File: src/rtl/boot_store_pkg.sv
// Shared types and boot image constant for the boot_store memory.
package boot_store_pkg;

    typedef enum logic {
        IDLE,
        CLEAR
    } state_t;

    localparam int BOOT_LEN = 7;

    localparam logic [15:0] BOOT_IMAGE [BOOT_LEN] = '{
        16'hF200, 16'h4000, 16'hF800, 16'h1007,
        16'hF400, 16'h3007, 16'h4000
    };

    // Words past the end of the image read as zero.
    function automatic logic [15:0] boot_word(input int idx);
        boot_word = '0;
        for (int i = 0; i < BOOT_LEN; i++) begin
            if (idx == i) boot_word = BOOT_IMAGE[i];
        end
    endfunction

endpackage

File: src/rtl/boot_store_parity.sv
// Even-parity generator for write data and checker for read data.
module boot_store_parity #(
    parameter int DW = 16
) (
    input  logic [DW-1:0] wdata,
    output logic          wpar,
    input  logic [DW-1:0] rdata,
    input  logic          rpar,
    output logic          err
);

    assign wpar = ^wdata;
    assign err  = (^rdata) ^ rpar;

endmodule

File: src/rtl/boot_store.sv
// Boot ROM image plus writable scratch words with a sequenced clear.
// Optional per-word parity when BOOT_STORE_PARITY_EN is defined.
module boot_store
    import boot_store_pkg::*;
#(
    parameter int DW        = 16,
    parameter int AW        = 4,
    parameter int ROM_WORDS = 7
) (
    input  logic          clk,
    input  logic          rst_n,
    input  logic          cs,
    input  logic          we,
    input  logic [AW-1:0] addr,
    input  logic [DW-1:0] din,
    input  logic          clr,
    output logic [DW-1:0] dout,
    output logic          rvalid,
    output logic          busy,
    output logic          wr_err,
    output logic          perr
);

    localparam int            DEPTH   = 2 ** AW;
    localparam logic [AW-1:0] FIRST_W = AW'(ROM_WORDS);
    localparam logic [AW-1:0] LAST_W  = AW'(DEPTH - 1);
    localparam logic [AW:0]   ROM_LIM = (AW+1)'(ROM_WORDS);
    localparam bit            NO_RW   = (ROM_WORDS >= DEPTH);

    state_t        state_q, state_d;
    logic [AW-1:0] ptr_q, ptr_d;
    logic [DW-1:0] mem [DEPTH];

    logic          rom_hit;
    logic          rd_go;
    logic          err_d;
    logic          mem_we;
    logic [AW-1:0] mem_wa;
    logic [DW-1:0] mem_wd;
    logic [DW-1:0] rdata;

    assign rom_hit = {1'b0, addr} < ROM_LIM;
    assign rdata   = rom_hit ? DW'(boot_word(int'(addr))) : mem[addr];
    assign busy    = (state_q == CLEAR);

    always_comb begin
        state_d = state_q;
        ptr_d   = ptr_q;
        rd_go   = 1'b0;
        err_d   = 1'b0;
        mem_we  = 1'b0;
        mem_wa  = addr;
        mem_wd  = din;
        unique case (state_q)
            IDLE: begin
                // A clear request wins over any access in the same cycle.
                if (clr) begin
                    state_d = CLEAR;
                    ptr_d   = FIRST_W;
                    err_d   = cs && we;
                end else if (cs && we) begin
                    if (rom_hit) err_d  = 1'b1;
                    else         mem_we = 1'b1;
                end else if (cs) begin
                    rd_go = 1'b1;
                end
            end
            CLEAR: begin
                err_d = cs && we;
                if (NO_RW) begin
                    state_d = IDLE;
                end else begin
                    mem_we = 1'b1;
                    mem_wa = ptr_q;
                    mem_wd = '0;
                    if (ptr_q == LAST_W) state_d = IDLE;
                    else                 ptr_d   = ptr_q + 1'b1;
                end
            end
            default: state_d = IDLE;
        endcase
    end

    always_ff @(posedge clk or negedge rst_n) begin
        if (!rst_n) begin
            state_q <= IDLE;
            ptr_q   <= '0;
        end else begin
            state_q <= state_d;
            ptr_q   <= ptr_d;
        end
    end

    always_ff @(posedge clk or negedge rst_n) begin
        if (!rst_n) begin
            for (int i = 0; i < DEPTH; i++) mem[i] <= '0;
        end else if (mem_we) begin
            mem[mem_wa] <= mem_wd;
        end
    end

    always_ff @(posedge clk or negedge rst_n) begin
        if (!rst_n) begin
            dout   <= '0;
            rvalid <= 1'b0;
            wr_err <= 1'b0;
        end else begin
            rvalid <= rd_go;
            wr_err <= err_d;
            if (rd_go) dout <= rdata;
        end
    end

`ifdef BOOT_STORE_PARITY_EN
    logic [DEPTH-1:0] par;
    logic             wpar;
    logic             par_err;
    logic             perr_q;

    boot_store_parity #(.DW(DW)) u_parity (
        .wdata (mem_wd),
        .wpar  (wpar),
        .rdata (mem[addr]),
        .rpar  (par[addr]),
        .err   (par_err)
    );

    always_ff @(posedge clk or negedge rst_n) begin
        if (!rst_n) begin
            par    <= '0;
            perr_q <= 1'b0;
        end else begin
            if (mem_we) par[mem_wa] <= wpar;
            if (rd_go)  perr_q      <= !rom_hit && par_err;
        end
    end

    assign perr = perr_q;
`else
    assign perr = 1'b0;
`endif

endmodule
File: config.mk
export PLATFORM = sky130hd
export DESIGN_NAME = boot_store
export DESIGN_NICKNAME = d
export VERILOG_FILES = /design/src/rtl/boot_store_pkg.sv /design/src/rtl/boot_store_parity.sv /design/src/rtl/boot_store.sv
export SDC_FILE = /design/constraint.sdc
export NUM_CORES = 1
export LEC_CHECK = 0
export ABC_AREA = 1
export BUFFER_PORTS_ARGS = -buffer_cell sky130_fd_sc_hd__clkbuf_2
export CORE_MARGIN = 1.5
export CORE_UTILIZATION = 50
export DETAILED_ROUTE_END_ITERATION = 8
export GPL_TIMING_DRIVEN = 0
export PLACE_DENSITY = 0.67
export SLEW_MARGIN = 5
export SYNTH_ARGS = -nofsm -noshare
export SYNTH_HDL_FRONTEND = slang
export SYNTH_SLANG_ARGS = --single-unit
File: constraint.sdc
create_clock -name clk -period 4.4 [get_ports clk]
set_input_delay 0.88 -clock clk [delete_from_list [all_inputs] [get_ports clk]]
set_output_delay 0.88 -clock clk [all_outputs]
set_load 0.05 [all_outputs]
==> results of run 1 <==
-- per-layer routing --
metal / wire (um) / part of all wire / track usage / vias up
met5: 0 / 0 / 0 / -
met4: 681 / 0.027 / 0.1159 / 0
met3: 1783 / 0.071 / 0.05140 / 53
met2: 11400 / 0.45 / 0.4553 / 280
met1: 11200 / 0.45 / 0.4179 / 3565
li1: - / - / - / 3496
-- worst min-delay path, delay by kind of cell (launching register included) --
family	cells	cell delay (ns)
simple gates	2	0.10
flops	1	0.34
-- flip-flops by register name (all words and copies together), names as in the netlist --
name and count:
wr_err 1, dout 16, ptr_q 4, busy 1, rvalid 1, mem 171
-- power groups by stage --
stage               registers [uW]  logic (uW)  clock network (uW)
CTS                           2450        1850                1580
global route                  2500        2040                1650
global placement              2470        1810                   0
floorplan                     2670        1050                   0
finish                        2450        1840                1570
detailed placement            2470        1840                   0
-- kinds of logic (layout without fill, tap and decap cells) --
logic type | after synthesis | after routing | synth area share
AO/OA/AOI/OAI | 196 | 196 | 0.1179
AND/OR/NAND/NOR | 542 | 542 | 0.2552
adder cells (fa/ha/maj) | 1 | 1 | 0.001451
flip-flops | 194 | 194 | 0.5631
XOR/XNOR | 2 | 2 | 0.002032
buffers and inverters | 116 | 188 | 0.05994
other | 1 | 1 | 0.0004350
-- placed cells by master (no fill, tap or decap), drive strengths merged --
master	n
o22ai	3
inv	59
o21ai	155
conb	1
a31oi	5
nand3	43
a21oi	29
ha	1
bufinv	2
nand3b	4
a22oi	2
o31ai	1
buf	38
clkinvlp	2
nor3	1
o211ai	1
nand4	17
clkinv	8
nand2	374
clkbuf	79
xor2	2
nor2	103
dfrtp	194
-- worst max path at each step --
stage,from,endpoint,slack (ns),cells after the start
2_1_floorplan,addr[1],mem[20]$_DFFE_PN0P_,2.36,10
3_3_place_gp,rst_n,mem[88]$_DFFE_PN0P_,-1.30,1
3_5_place_dp,addr[1],dout[7]$_DFFE_PN0P_,1.59,8
4_1_cts,busy$_DFF_PN0_,mem[40]$_DFFE_PN0P_,2.03,6
5_1_grt,busy$_DFF_PN0_,mem[40]$_DFFE_PN0P_,1.91,6
6_report,addr[0],dout[7]$_DFFE_PN0P_,1.96,8
-- through the flow --
step | TNS, ns | setup slack, ns | area, um2
after floorplan | 0 | 2.357 | 8621
after global placement | -248.27 | -1.296 | 9091
after detailed placement | 0 | 1.587 | 9128
after CTS | 0 | 2.026 | 9718
after global routing | 0 | 1.907 | 9718
final | 0 | 1.960 | 9718
-- final cells by class --
cell class	instances	area share
plain buffers	59	0.03090
clock buffers	18	0.04519
clock inverters	14	0.01558
inverters	57	0.02227
multi-input cells	742	0.3344
flip-flops and latches	194	0.4995
well taps	220	0.02832
repair buffers	40	0.02382
==> reports/results.md, run 1 <==
| Item | Reported | Unit |
|---|---|---|
| Critical path's top delay family | buffers and inverters | - |
| Footprint of the multi-input gates | 3249 | um2 |
| Number of failing hold endpoints at the final stage | 0 | - |
| Worst clock skew on the final layout | 0.01121 | ns |
| Non-filler instance count after layout | 1344 | - |
| Max-capacitance violation count | 0 | - |
| Chain of cells forming the critical path | buf_4 -> nand2_2 -> clkinv_1 -> clkbuf_1 -> a22oi_1 -> nand3b_1 -> nand3_1 -> nand2_1 | - |
| End of the worst register-to-register path | mem[40]$_DFFE_PN0P_ | - |
| Cell count of the worst reg-to-reg path | 6 | - |
| GR Util All Layers | 0.2952 | - |
| Sequential Area | 4855 | um2 |
| Most used standard cells in the synthesized netlist | nand2_1, dfrtp_1, o21ai_0, nor2_1, inv_1 | - |
| Post-layout min period | 2.440 | ns |
| Final Wtd Congestion | 0.8835 | - |
| Largest voltage drop on the vdd net | 0.3422 | mV |
| Clock sink total | 194 | - |
| Run status | finished, final reports clean | - |
| Post-synth EDFFs | 0 | - |
| CP Launch Type | primary input | - |
| Depth of the worst hold-timing path | 2 | - |
| Internal cell power | 3577 | uW |
| Fillers | 1577 | - |
| Number of cells produced by synthesis | 1052 | - |
| Clock latency at the later pin of the worst-skew pair | 0.44 | ns |
| Max clock buf depth | 2 | - |
| Classification of the worst-slack hold path | reg -> reg | - |
| Switching power | 2282 | uW |
| DIE AREA | 18040 | um2 |
| Worst hold slack | 0.4791 | ns |
| Clock share of power | 0.267 | - |
| Fraction of synthesized cell area taken by the top area cell type | 0.5631 | - |
| Overflow after GRT | 0 | - |
| Worst-case headroom to the max-slew limit | 0.4181 | - |
| Slew Viols, Final | 0 | - |
| Maximum number of pins on one net before global-route repair | 100 | - |
| Clock root buffer | clkbuf_16 | - |
| Mapped cell area | 8621 | um2 |
| Area growth from synthesis to layout | 12.73 | % |
| Half-perimeter wire length of the detailed placement result | 17.13 | mm |
| Antenna violations before repair | 0 | - |
| Post-cts gate resize count | 0 | - |
| Height of the chip | 134.3 | um |
| Power density relative to cell area | 602.8 | nW/um2 |
| Routed len/inst | 18.65 | um |
| Post-detailed-route via-to-cell ratio | 5.501 | - |
| Part of the cycle the worst path needs | 0.5546 | - |
| Register-to-register path setup slack | 2.09 | ns |
| Via count | 7394 | - |
| Min-delay src | dout[7]$_DFFE_PN0P_ | - |
| Count of cell types in the netlist | 32 | - |
| Slowest stage cell, crit path | clkinv_1 | - |
| Transition time at the pin with the least slew margin | 0.8728 | ns |
| Final setup fails | 0 | - |
| Starting density of the core | 0.5162 | - |
| CTS Buf Count | 17 | - |
| Number of remaining DRC errors | 0 | - |
| Synth area leader | dfrtp_1 | - |
| H-tree levels | 4 | - |
| Post-CTS Hold Buffers | 0 | - |
| Syn_nets | 1078 | - |
| Launch point of the worst reg-to-reg path | busy$_DFF_PN0_ | - |
| Achievable Freq | 409.8 | MHz |
| Prevailing post-synth register cell | dfrtp_1 | - |
| Endpoint of the worst hold-timing path | dout[7]$_DFFE_PN0P_ | - |
| # nets final | 1137 | - |
| Cell with the most instances after synthesis | nand2_1 | - |
| Part of the power in registers | 0.418 | - |
| Highest cell delay on the worst timing path | 0.45 | ns |
| Switching part of the total | 0.3895 | - |
| Leak Pwr | 0.004565 | uW |
| Setup repair after global routing missed its margin | no | - |
| Number of global-route vias before repair | 7043 | - |
| Antenna Diode Count | 0 | - |
| Arrival time at the worst endpoint | 2.77 | ns |
| Most area-consuming cells after synthesis | dfrtp_1, nand2_1, o21ai_0 | - |
| Flip-flop and latch count after synthesis | 194 | - |
| Clock tree from TritonCTS | yes | - |
| Core Util, Final | 0.5819 | - |
| YS warnings | 0 | - |
| Width of the die | 134.3 | um |
| CTS clock-pin slew for the worst setup and hold paths | 0.07 | ns |
| Setup CP Type | in -> reg | - |
| Post-Place Cells | 1312 | - |
| Share of post-route cells with drive strength above 1 | 0.1121 | - |
| Data required, critical path | 4.73 | ns |
| Total power | 5858 | uW |
| Number of routed nets with antenna violations | 0 | - |
| Sequential share of the synthesized area | 0.5631 | - |
| Routed Wire Length | 25.06 | mm |
| Mean cell area of the mapped netlist | 8.195 | um2 |
| Nature of the critical path endpoint | flop | - |
| Buffers on Ports | 39 | - |
| Placement row count | 47 | - |
| Power share of the combinational group | 0.315 | - |
| Length of the first detailed-routing pass in iterations | 5 | - |
| Biggest fanout along the worst timing path | 10 | - |
| Crit path buffers/inverters | 3 | - |
| Share of flip-flops with an asynchronous set or reset after synthesis | 1.000 | - |
| Total setup buffers inserted after CTS | 0 | - |
| Violation count after the first detailed-route iteration | 767 | - |
| Area of the placeable core | 16700 | um2 |
| I/O pin count | 45 | - |
| Global-route wire length before repair | 39.40 | mm |
Note: power is estimated with default switching activity, not from simulation.
==> run 2: changes to the inputs <==
clock period = 2.49 ns   (was 4.4 ns; I/O delays follow)
==> run 2 against run 1 <==
Against the previous run:
- hold slack got worse by 0.32 ns
- critical endpoint is now mem[58]$_DFFE_PN0P_
- cell area barely moved
- setup slack lost 1.6 ns
- clock skew decreased by 0.0013 ns
- largest power group unchanged
- clock-buffer cell count stayed put
==> reports/results.md, run 2 (synthesized netlist as in run 1, its figures left out) <==
| Item | Reported | Unit | Change |
|---|---|---|---|
| Post-layout min period | 2.172 | ns |  |
| Setup CP Type | reg -> reg | - |  |
| End of the worst register-to-register path | mem[58]$_DFFE_PN0P_ | - |  |
| Register-to-register path setup slack | 0.32 | ns | -1.77 ns |
| Worst-case headroom to the max-slew limit | 0.4136 | - | -0.004568 |
| Sequential Area | 4855 | um2 | unchanged |
| I/O pin count | 45 | - | unchanged |
| CTS clock-pin slew for the worst setup and hold paths | 0.07 | ns | about the same |
| Non-filler instance count after layout | 1343 | - | -0.074% |
| Worst setup path end | mem[58]$_DFFE_PN0P_ | - |  |
| Transition time at the pin with the least slew margin | 0.8796 | ns | +0.006853 ns |
| # nets final | 1136 | - | -0.088% |
| Global-route wire length before repair | 39.40 | mm | unchanged |
| Number of failing hold endpoints at the final stage | 0 | - | unchanged |
| Largest voltage drop on the vdd net | 0.6051 | mV | +77% |
| Area growth from synthesis to layout | 12.69 | % | about the same |
| Antenna Diode Count | 0 | - | unchanged |
| Fillers | 1577 | - | unchanged |
| Starting density of the core | 0.5162 | - | unchanged |
| Routed len/inst | 18.70 | um | +0.25% |
| Height of the chip | 134.3 | um | unchanged |
| Max reg flops | 171 | - | unchanged |
| Cell count of the worst reg-to-reg path | 8 | - | +2 |
| Max-capacitance violation count | 0 | - | unchanged |
| Clock sink total | 194 | - | unchanged |
| Slew Viols, Final | 0 | - | unchanged |
| Half-perimeter wire length of the detailed placement result | 17.13 | mm | unchanged |
| Final setup fails | 0 | - | unchanged |
| Biggest fanout along the worst timing path | 10 | - | unchanged |
| Run status | finished, final reports clean | - |  |
| Largest registers | mem: 171 flops, dout: 16 flops, ptr_q: 4 flops | - |  |
| Share of post-route cells with drive strength above 1 | 0.1122 | - | about the same |
| Width of the die | 134.3 | um | unchanged |
| Commonest cells after routing, fill and taps aside | nand2_1, dfrtp_1, o21ai_0 | - |  |
| Via count | 7393 | - | -0.014% |
| Length of the first detailed-routing pass in iterations | 5 | - | unchanged |
| Top register by number of flip-flops | mem | - |  |
| Commonest non-fill, non-tap cell in the layout | nand2_1 | - |  |
| GR Util All Layers | 0.2952 | - | unchanged |
| Footprint of the multi-input gates | 3249 | um2 | unchanged |
| Worst setup timing slack at the placement stage | 0.05922 | ns | -1.528 ns |
| Setup crit start | busy$_DFF_PN0_ | - |  |
| Buffers on Ports | 39 | - | unchanged |
| DIE AREA | 18040 | um2 | unchanged |
| Power density relative to cell area | 1066 | nW/um2 | +77% |
| Part of the cycle the worst path needs | 0.8722 | - |  |
| Routed Wire Length | 25.11 | mm | +0.18% |
| Achievable Freq | 460.5 | MHz |  |
| Data required, critical path | 2.78 | ns | -1.95 ns |
| CTS Buf Count | 17 | - | unchanged |
| Post-Place Cells | 1312 | - | unchanged |
| Worst hold slack | 0.1554 | ns | -0.3236 ns |
| Clock tree from TritonCTS | yes | - |  |
| Number of global-route vias before repair | 7043 | - | unchanged |
| Overflow after GRT | 0 | - | unchanged |
| Clock latency at the later pin of the worst-skew pair | 0.44 | ns | about the same |
| Leak Pwr | 0.004564 | uW | about the same |
| Setup repair after global routing missed its margin | no | - |  |
| Max clock buf depth | 2 | - | unchanged |
| Number of remaining DRC errors | 0 | - | unchanged |
| Launch point of the worst reg-to-reg path | busy$_DFF_PN0_ | - |  |
| Post-detailed-route via-to-cell ratio | 5.505 | - | about the same |
| Area of the placeable core | 16700 | um2 | unchanged |
| Classification of the worst-slack hold path | in -> async | - |  |
| Number of routed nets with antenna violations | 0 | - | unchanged |
| Violation count after the first detailed-route iteration | 706 | - | -8.0% |
| CP Launch Type | flop | - |  |
| Antenna violations before repair | 0 | - | unchanged |
| Worst clock skew on the final layout | 0.009929 | ns | -0.001278 ns |
| Placement row count | 47 | - | unchanged |
| Final worst slack | 0.3182 | ns | -1.641 ns |
| Nature of the critical path endpoint | flop | - |  |
| Arrival time at the worst endpoint | 2.46 | ns | -0.31 ns |
| Clock root buffer | clkbuf_16 | - |  |
| Post-CTS Hold Buffers | 0 | - | unchanged |
| Final Wtd Congestion | 0.8835 | - | unchanged |
| Maximum number of pins on one net before global-route repair | 100 | - | unchanged |
| H-tree levels | 4 | - | unchanged |
-- run 2: timing repair --
action,CTS,global route
resized for setup,0,0
buffers inserted,0,0
endpoints found under the setup margin,0,1
-- run 2: routing by layer --
metal  global-route usage  part of all wire  vias up
met1               0.4179              0.44     3543
met5                    0                 0        -
met3              0.05140             0.079       55
met4               0.1159             0.028        0
li1                     -                 -     3498
met2               0.4553              0.45      297
-- run 2: power breakdown --
group,internal [uW],switching [uW]
clock network,1520,1260
registers,3920,412
logic,882,2370
total,6320,4030
-- run 2: final cells by class --
| type | instances | area share |
|---|---|---|
| Buffer | 58 | 0.03053 |
| Clock buffer | 18 | 0.04521 |
| Clock inverter | 14 | 0.01558 |
| Inverter | 57 | 0.02228 |
| Multi-Input combinational cell | 742 | 0.3345 |
| Sequential cell | 194 | 0.4997 |
| Tap cell | 220 | 0.02834 |
| Timing Repair Buffer | 40 | 0.02383 |
-- run 2: worst min-delay path by stage --
stage                     depth (start not counted)                    to                start
final                                             1  mem[189]$_DFFE_PN0P_                rst_n
after global routing                              1  mem[189]$_DFFE_PN0P_                rst_n
after CTS                                         1  mem[189]$_DFFE_PN0P_                rst_n
after detailed placement                          2   dout[7]$_DFFE_PN0P_  dout[7]$_DFFE_PN0P_
after global placement                            2   dout[8]$_DFFE_PN0P_  dout[8]$_DFFE_PN0P_
after floorplan                                   0        busy$_DFF_PN0_                rst_n
-- run 2: stage by stage --
stage          total power, uW  utilization  setup TNS [ns]  cell area, um2
3_3_place_gp              7557       0.5444         -544.70            9091
2_1_floorplan             6575            -               0            8621
4_1_cts                  10380       0.5819               0            9718
3_5_place_dp              7625       0.5465               0            9128
6_report                 10350       0.5817               0            9714
5_1_grt                  10940       0.5817               0            9714
-- run 2: worst max-delay path, stage by stage, from the launching register on --
cell and delay [ns]:
dfrtp_1 0.38, buf_2 0.19, o21ai_1 0.25, inv_1 0.09
nand2_1 0.16, nor2_1 0.07, nand2_2 0.12, clkbuf_1 0.55
o21ai_0 0.20
==> run 3: changes to the inputs <==
CORE_UTILIZATION = 35   (was 50)
PLACE_DENSITY = not set   (was 0.67)
==> run 3 against run 2 <==
Against the previous run:
- the run now ends with negative hold slack left
- global-route usage is 8.0 points lower
- combinational power hardly changed
- cell area is 1.8% higher
- maximum frequency is 5.0% lower
- via count is 0.46% lower
- flip-flop and latch count stayed put
- first-iteration DRC count is 7.9% higher
- largest power group unchanged
==> reports/results.md, run 3 (synthesized netlist as in run 1, its figures left out) <==
| Item | Reported | Unit | Change |
|---|---|---|---|
| Starting density of the core | 0.3555 | - | -0.1607 |
| Biggest fanout along the worst timing path | 10 | - | unchanged |
| Setup repair after global routing missed its margin | no | - |  |
| Classification of the worst-slack hold path | in -> async | - |  |
| Largest registers | mem: 171 flops, dout: 16 flops, ptr_q: 4 flops | - |  |
| Placement row count | 57 | - | +21% |
| Run status | complete, but fails checks | - |  |
| Routed Wire Length | 26.45 | mm | +5.3% |
| Half-perimeter wire length of the detailed placement result | 18.15 | mm | +6.0% |
| Part of the cycle the worst path needs | 0.9185 | - | +0.04634 |
| Critical path's top delay family | buffers and inverters | - |  |
| Most common cell on crit path | buf_2 | - |  |
| Buffers on Ports | 39 | - | unchanged |
| Share of post-route cells with drive strength above 1 | 0.1129 | - | +0.0006894 |
| Non-filler instance count after layout | 1449 | - | +7.9% |
| Post-Layout Inst Area | 9892 | um2 | +1.8% |
| Post-CTS Hold Buffers | 0 | - | unchanged |
| Max-capacitance violation count | 0 | - | unchanged |
| Clock sink total | 194 | - | unchanged |
| Antenna violations before repair | 0 | - | unchanged |
| Total setup buffers inserted after CTS | 0 | - | unchanged |
| Number of remaining DRC errors | 0 | - | unchanged |
| Commonest cells after routing, fill and taps aside | nand2_1, dfrtp_1, o21ai_0 | - |  |
| Worst hold slack | -0.001155 | ns | -0.1566 ns |
| Global-route wire length before repair | 41.41 | mm | +5.1% |
| Max clock buf depth | 2 | - | unchanged |
| CTS Buf Count | 17 | - | unchanged |
| Slowest stage cell, crit path | buf_1 | - |  |
| Post-layout min period | 2.287 | ns | +0.1154 ns |
| Number of global-route vias before repair | 7042 | - | -0.014% |
| Max reg flops | 171 | - | unchanged |
| Post-detailed-route via-to-cell ratio | 5.079 | - | -7.7% |
| Clock root buffer | clkbuf_16 | - |  |
| Number of routed nets with antenna violations | 0 | - | unchanged |
| I/O pin count | 45 | - | unchanged |
| Transition time at the pin with the least slew margin | 0.7975 | ns | -0.08213 ns |
| Setup CP Type | reg -> reg | - |  |
| Achievable Freq | 437.2 | MHz | -5.0% |
| DIE AREA | 25580 | um2 | +42% |
| CP Launch Type | flop | - |  |
| Arrival time at the worst endpoint | 2.63 | ns | +0.17 ns |
| Length of the first detailed-routing pass in iterations | 5 | - | unchanged |
| Worst-case headroom to the max-slew limit | 0.4683 | - | +0.05475 |
| Area growth from synthesis to layout | 14.75 | % |  |
| Data required, critical path | 2.83 | ns | +0.05 ns |
| Height of the chip | 159.9 | um | +19% |
| Slew Viols, Final | 0 | - | unchanged |
| Width of the die | 159.9 | um | +19% |
| Crit path buffers/inverters | 4 | - | +1 |
| H-tree levels | 4 | - | unchanged |
| Clock latency at the later pin of the worst-skew pair | 0.45 | ns | about the same |
| Area of the placeable core | 24250 | um2 | +45% |
| Post-cts gate resize count | 0 | - | unchanged |
| Number of failing hold endpoints at the final stage | 1 | - | +1 |
| Power density relative to cell area | 1058 | nW/um2 | -0.70% |
| CTS clock-pin slew for the worst setup and hold paths | 0.07 | ns | about the same |
| Clock tree from TritonCTS | yes | - |  |
| Highest cell delay on the worst timing path | 0.50 | ns | -0.05 ns |
| Post-Place Cells | 1417 | - | +8.0% |
| Chain of cells forming the critical path | buf_2 -> inv_1 -> buf_2 -> buf_1 -> nand2_1 -> o21ai_0 | - |  |
| Nature of the critical path endpoint | flop | - |  |
| Top register by number of flip-flops | mem | - |  |
| Antenna Diode Count | 0 | - | unchanged |
| Placed cell areas | 9285 | um2 | +1.7% |
| Commonest non-fill, non-tap cell in the layout | nand2_1 | - |  |
| GR Util All Layers | 0.2148 | - | -0.08046 |
| Violation count after the first detailed-route iteration | 762 | - | +7.9% |
| Via count | 7359 | - | -0.46% |
| Largest voltage drop on the vdd net | 0.5481 | mV | -9.4% |
| Overflow after GRT | 0 | - | unchanged |
| Leak Pwr | 0.004588 | uW | +0.53% |
| Routed len/inst | 18.25 | um | -2.4% |
| Final Wtd Congestion | 0.8631 | - | -2.3% |
| # nets final | 1138 | - | +0.18% |
| Maximum number of pins on one net before global-route repair | 88 | - | -12% |
| Worst clock skew on the final layout | 0.006950 | ns | -0.002979 ns |
| Failing checks | negative hold slack | - |  |
| Final setup fails | 0 | - | unchanged |
run 3: routing by layer:
metal,vias up,GRT usage,wire [um]
met5,-,0,0
met4,0,0.07434,688
met3,44,0.04545,1726
met2,236,0.3423,12330
met1,3580,0.2904,11710
li1,3499,-,-
run 3: path summary, 6_finish.rpt:
check                                    start                   end  slack (ns)  cells after the start
setup reg to reg                busy$_DFF_PN0_   mem[57]$_DFFE_PN0P_        0.20                      6
max in group asynchronous                rst_n   mem[23]$_DFFE_PN0P_        1.70                      2
min in group clk                            we      wr_err$_DFF_PN0_        0.37                      5
hold / removal                           rst_n  mem[124]$_DFFE_PN0P_      -0.001                      1
hold reg to reg            dout[8]$_DFFE_PN0P_   dout[8]$_DFFE_PN0P_        0.48                      2
setup / recovery                busy$_DFF_PN0_   mem[57]$_DFFE_PN0P_        0.20                      6
run 3: worst reg2reg max path: stages, from the launching register on:
cell and delay (ns):
dfrtp_1 0.37, buf_2 0.19, inv_1 0.12, buf_2 0.27, buf_1 0.51, nand2_1 0.42
o21ai_0 0.31
run 3: per-stage QoR:
stage                     worst slack, ns  hold WS, ns  TNS (ns)    util  total power [uW]
after floorplan                    0.6204       0.2024         0       -              6575
after global placement             -2.936       0.4659   -565.61  0.3803              7610
after detailed placement          0.05346       0.4729         0  0.3829              7676
after CTS                          0.1629     0.007015         0  0.4079             10510
after global routing             0.002784      0.01869         0  0.4079             11090
final                              0.2029    -0.001155         0  0.4079             10470
run 3: where the power goes:
part	switching (uW)	total (uW)	internal, uW
Combinational	2400	3280	888
Clock	1300	2840	1540
Sequential	427	4340	3920
Total	4120	10500	6350
run 3: layout make-up:
class | instances | area [um2]
Buffer | 59 | 300.3
Sequential cell | 194 | 4855
Clock inverter | 14 | 167.7
Inverter | 57 | 216.5
Timing Repair Buffer | 41 | 259.0
Clock buffer | 18 | 439.2
Tap cell | 324 | 405.4
Multi-Input combinational cell | 742 | 3249
Fill cell | 2508 | 14360
